===== config.mk =====
export PLATFORM = sky130hd
export DESIGN_NAME = mul16_issue_ctrl
export DESIGN_NICKNAME = d
export VERILOG_FILES = /design/src/rtl/mul16_issue_ctrl.sv
export SDC_FILE = /design/constraint.sdc
export NUM_CORES = 1
export LEC_CHECK = 0
export BUFFER_PORTS_ARGS = -buffer_cell sky130_fd_sc_hd__buf_4
export CORE_MARGIN = 8
export CORE_UTILIZATION = 41
export DETAILED_ROUTE_END_ITERATION = 12
export PLACE_DENSITY = 0.7
export SYNTH_ARGS = -nofsm -noshare
export SYNTH_HDL_FRONTEND = slang
export SYNTH_SLANG_ARGS = --single-unit

===== constraint.sdc =====
create_clock -name clk -period 2.4 [get_ports clk]
set_input_delay 0.36 -clock clk [delete_from_list [all_inputs] [get_ports clk]]
set_output_delay 0.36 -clock clk [all_outputs]
set_load 0.1 [all_outputs]

===== src/rtl/mul16_issue_ctrl.sv =====
// Initiator-side controller for the progressive signed multiplier: one request in flight,
// operand formatting per precision, result capture with timeout, and a post-issue drain.
module mul16_issue_ctrl #(
  parameter int TIMEOUT_CYCLES = 16,
  parameter int DRAIN_CYCLES   = 8,
  parameter int CNT_W          = 5
) (
  input  logic        clk,
  input  logic        rst_n,
  input  logic        req_valid,
  output logic        req_ready,
  input  logic [15:0] req_a,
  input  logic [15:0] req_b,
  input  logic [1:0]  req_prec,
  output logic        rsp_valid,
  input  logic        rsp_ready,
  output logic [31:0] rsp_data,
  output logic [1:0]  rsp_prec,
  output logic        rsp_err,
  output logic [15:0] mul_a,
  output logic [15:0] mul_b,
  output logic        mul_valid_in,
  input  logic [7:0]  mul_q1_6,
  input  logic        mul_q1_6_valid,
  input  logic [15:0] mul_q1_14,
  input  logic        mul_q1_14_valid,
  input  logic [31:0] mul_q1_30,
  input  logic        mul_q1_30_valid,
  output logic        busy
);

  typedef enum logic [2:0] {S_IDLE, S_ISSUE, S_WAIT, S_RESP, S_DRAIN} state_t;

  localparam logic [1:0] PREC_RSVD = 2'd3;

  state_t           state_q, state_d;
  logic [CNT_W-1:0] cnt_q, cnt_d;
  logic [1:0]       prec_q, prec_d;
  logic             req_ready_d, busy_d, rsp_valid_d, rsp_err_d, mul_valid_in_d;
  logic [31:0]      rsp_data_d;
  logic [1:0]       rsp_prec_d;
  logic [15:0]      mul_a_d, mul_b_d;
  logic             sel_vld;
  logic [31:0]      sel_data;

  // Narrow precisions take the operand's top bits, sign-extended to 16.
  function automatic logic [15:0] fmt_op(input logic [15:0] x, input logic [1:0] p);
    case (p)
      2'd0:    fmt_op = {{12{x[15]}}, x[15:12]};
      2'd1:    fmt_op = {{8{x[15]}}, x[15:8]};
      default: fmt_op = x;
    endcase
  endfunction

  // Result is MSB-aligned into Q1.30, so the sign lands in bit 31 for every precision.
  always_comb begin
    sel_vld  = 1'b0;
    sel_data = '0;
    case (prec_q)
      2'd0: begin sel_vld = mul_q1_6_valid;  sel_data = {mul_q1_6, 24'b0};  end
      2'd1: begin sel_vld = mul_q1_14_valid; sel_data = {mul_q1_14, 16'b0}; end
      2'd2: begin sel_vld = mul_q1_30_valid; sel_data = mul_q1_30;          end
      default: ;
    endcase
  end

  always_comb begin
    state_d        = state_q;
    cnt_d          = cnt_q;
    prec_d         = prec_q;
    rsp_valid_d    = rsp_valid;
    rsp_data_d     = rsp_data;
    rsp_prec_d     = rsp_prec;
    rsp_err_d      = rsp_err;
    mul_a_d        = mul_a;
    mul_b_d        = mul_b;
    mul_valid_in_d = 1'b0;
    case (state_q)
      S_IDLE: if (req_valid && req_ready) begin
        prec_d = req_prec;
        if (req_prec == PREC_RSVD) begin
          state_d     = S_RESP;
          rsp_valid_d = 1'b1;
          rsp_err_d   = 1'b1;
          rsp_data_d  = '0;
          rsp_prec_d  = req_prec;
        end else begin
          state_d        = S_ISSUE;
          mul_a_d        = fmt_op(req_a, req_prec);
          mul_b_d        = fmt_op(req_b, req_prec);
          mul_valid_in_d = 1'b1;
        end
      end
      S_ISSUE: begin
        state_d = S_WAIT;
        cnt_d   = CNT_W'(1);
      end
      S_WAIT: begin
        if (sel_vld) begin
          state_d     = S_RESP;
          rsp_valid_d = 1'b1;
          rsp_data_d  = sel_data;
          rsp_err_d   = 1'b0;
          rsp_prec_d  = prec_q;
        end else if (cnt_q == CNT_W'(TIMEOUT_CYCLES)) begin
          state_d     = S_RESP;
          rsp_valid_d = 1'b1;
          rsp_data_d  = '0;
          rsp_err_d   = 1'b1;
          rsp_prec_d  = prec_q;
        end else begin
          cnt_d = cnt_q + CNT_W'(1);
        end
      end
      S_RESP: if (rsp_valid && rsp_ready) begin
        rsp_valid_d = 1'b0;
        // Anything that reached the multiplier must drain so its stale valids die out.
        if (prec_q == PREC_RSVD) begin
          state_d = S_IDLE;
        end else begin
          state_d = S_DRAIN;
          cnt_d   = CNT_W'(1);
        end
      end
      S_DRAIN: begin
        if (cnt_q == CNT_W'(DRAIN_CYCLES)) state_d = S_IDLE;
        else cnt_d = cnt_q + CNT_W'(1);
      end
      default: state_d = S_IDLE;
    endcase
    req_ready_d = (state_d == S_IDLE);
    busy_d      = (state_d != S_IDLE);
  end

  always_ff @(posedge clk) begin
    if (!rst_n) begin
      state_q      <= S_IDLE;
      cnt_q        <= '0;
      prec_q       <= '0;
      req_ready    <= 1'b1;
      busy         <= 1'b0;
      rsp_valid    <= 1'b0;
      rsp_data     <= '0;
      rsp_prec     <= '0;
      rsp_err      <= 1'b0;
      mul_a        <= '0;
      mul_b        <= '0;
      mul_valid_in <= 1'b0;
    end else begin
      state_q      <= state_d;
      cnt_q        <= cnt_d;
      prec_q       <= prec_d;
      req_ready    <= req_ready_d;
      busy         <= busy_d;
      rsp_valid    <= rsp_valid_d;
      rsp_data     <= rsp_data_d;
      rsp_prec     <= rsp_prec_d;
      rsp_err      <= rsp_err_d;
      mul_a        <= mul_a_d;
      mul_b        <= mul_b_d;
      mul_valid_in <= mul_valid_in_d;
    end
  end

endmodule


==> reports/summary.txt <==
Outcome - finished, final reports clean
CP peak stage delay - 0.73 ns
Longest Clk Path Bufs - 2
Post-DP Area - 5209 um^2
Final nets - 693
Reg2Reg Setup Slack - 0.41 ns
Initial DRC Count - 168
Multi-input gate area - 2032 um^2
Overall Global Routing Usage - 17.87%
Final GP Congestion - 0.7980
Hold Path Stages - 3
Sequential share of the synthesized area - 41.47%
Drt first pass iters - 4
Final instance area - 5426 um^2
Largest net degree at the start of global routing - 49
Cell family with most CP delay - flip-flops
Syn Area/Cell - 8.747 um^2
Core ar. - 9240 um^2
Clk slew on worst S/H paths - 0.09 ns
RSZ-0062 raised after global routing - false
Die Y-Extent - 113.7 um
Final Cycle Share - 82.90%
Fin. max-slew vios - 0
Vias in the first global route - 3742
# clock sinks - 81
Synth Area in Compound Gates - 28.03%
Initial antenna violation count - 0
Share of cells above drive strength 1 - 34.11%
Hold endpoint - rsp_data[0]
Syn-to-layout area delta - 38.78%
Yosys cell types - 48
Initial Util - 42.32%
HPWL Detailed - 9019 um
Syn Nets - 546
Post-route DRC - 0
Mapped Area - 3910 um^2
Synth Area in Simple Gates - 18.75%
Final Core Density - 58.73%
Post-cts resize count - 0
WP buf/inv - 0
ANT cells - 0
Max-cap violations - 0
Crit. End Element - flip-flop
DRT Wirelength - 12030 um
Minimum clock period - 1.990 ns
Power Dens Cells - 806.1 nW/um^2
Worst setup path category - flip-flop to flip-flop
Final setup vio count - 0
Maximum vdd drop - 0.5729 mV
Worst EP arrival - 2.23 ns
Hold Buf Count CTS - 0
Worst-Margin Slew - 0.6262 ns
FP Rows - 35
Async S/R FF share, synth - 0%
Req. time, crit path - 2.64 ns
R2R Path End - cnt_q[3]
# IOs - 168
CP cell instances - and3_1, a2bb2oi_1, a22oi_2, nand2_1, o32ai_1
Synthesized-area fraction occupied by adder cells - 0.6400%
Cts bufs inserted - 9
Vias per Instance - 5.193
Max Fclk - 502.6 MHz
Syn. warnings - 0
Fill count - 842
Routed via count - 3775
Hold crit path type - input pin to flip-flop
Gr ovfl total - 0
Leak pwr - 2.429 nW
H-tree levels - 3
Slew HR - 58.20%
RR Startpoint - state_q[0]
Root Driver - clkbuf_8
Worst-skew pair later-pin latency - 0.35 ns
Slowest-stage cell, CP - dfxtp_1
Register area - 1622 um^2
Commonest cells after routing, fill and taps aside - buf_4 (177), dfxtp_1 (81), nand2_1 (61)
Setup tns final - 0 ns
Post-Synth XOR/XNOR Area - 0%
Synth Flop Type - dfxtp_1
Clk_skew - 0.01001 ns
Remaining antenna violation count - 0
Post-synth EDFFs - 0
Die area - 12920 um^2
Kind of start point of the critical path - flip-flop
Min-delay src - mul_q1_30[0]
Max FO, Critical Path - 17
Commonest non-fill, non-tap cell in the layout - buf_4
CTS tree - built
Synthesis-stage register bit count - 81
Hold Vio Cnt, Final - 0
Gate Count Post-Synth - 447
Setup Fix Bufs, Post-CTS - 0
Avg WL per Cell - 16.55 um
Largest family of logic cells by synthesized area - compound AO/OA/AOI/OAI gates
Reg2reg path depth - 5
First-pass GRT wire length - 18930 um
Port Buffers - 167
Mux share of post-synthesis cell area - 4.352%
Die width - 113.7 um
==> registers in the layout, indices dropped and copies added (netlist names) <==
name / count
busy: 1
rsp_prec: 2
rsp_err: 1
state_q: 3
mul_b: 16
mul_valid_in: 1
rsp_valid: 1
req_ready: 1
prec_q: 2
rsp_data: 32
cnt_q: 5
mul_a: 16
==> power by group <==
part | switching (mW) | internal [mW] | leakage, nW | total [mW]
logic | 1.22 | 0.477 | 1.66 | 1.70
registers | 0.0942 | 1.47 | 0.660 | 1.56
clock network | 0.502 | 0.614 | 0.106 | 1.12
==> tightest hold or removal path: stages <==
cell     delay (ns)
buf_4          0.08
a22oi_1        0.05
nor2b_1        0.10
==> routing by layer <==
layer	up-vias	track usage (%)	wire, um	share of wire, %
met3	13	6.233	1032	8.6
met2	125	30.14	5777	48
met5	-	0	0	0
li1	1882	-	-	-
met4	0	5.506	133	1.1
met1	1755	20.77	5088	42
==> synth_stat cells (all sizes together), types with 2 or more instances <==
cell type | instances | share of area [%]
nor2 | 7 | 0.67
nor4 | 2 | 0.86
dfxtp | 81 | 41
clkbuf | 19 | 1.8
a22oi | 35 | 6.8
nand2b | 6 | 0.96
nor2b | 40 | 6.4
nand2 | 61 | 5.9
nand3 | 3 | 0.38
o211ai | 2 | 0.38
o32ai | 2 | 0.45
buf | 23 | 3.8
nor3 | 3 | 0.67
a21oi | 35 | 4.6
nand3b | 3 | 0.58
and3 | 2 | 0.32
a31oi | 2 | 0.32
inv | 12 | 1.2
o21ai | 28 | 3.6
a22o | 8 | 1.8
o211a | 16 | 4.1
ha | 2 | 0.64
a21o | 2 | 0.38
o22ai | 9 | 1.4
a21boi | 14 | 2.9
mux2i | 17 | 4.4
==> metrics by stage <==
step           total power [mW]  hold WS, ns  setup WS (ns)  cells
3_5_place_dp              3.294       0.4543         0.4557    712
5_1_grt                   4.561       0.2661         0.2106    727
4_1_cts                   4.410       0.2626         0.4170    727
2_1_floorplan             2.872       0.4603         0.1274    447
3_3_place_gp              3.275       0.4489         0.5857    712
6_report                  4.374       0.2695         0.4104    727
==> layout make-up <==
cell class	count	area share, %
well taps	129	2.974
inverters	12	0.8301
flip-flops and latches	81	29.88
multi-input cells	312	37.45
clock buffers	11	2.605
repair buffers	178	24.86
clock inverters	4	1.407
==> logic make-up after synthesis <==
group	count (synthesis)
fa+ha+maj	2
mux	17
flops	81
buf+inv	54
simple gates	135
compound gates	158
==> worst max path at each step <==
stage               startpoint         to  slack [ns]  depth (start not counted)
floorplan            req_ready  mul_a[10]        0.13                          7
global placement      cnt_q[0]    rsp_err        0.59                          8
detailed placement  state_q[0]   cnt_q[3]        0.46                          5
CTS                 state_q[0]   cnt_q[3]        0.42                          5
global route        state_q[0]   cnt_q[3]        0.21                          5
finish              state_q[0]   cnt_q[3]        0.41                          5
Power figures use the tool's default switching activity.
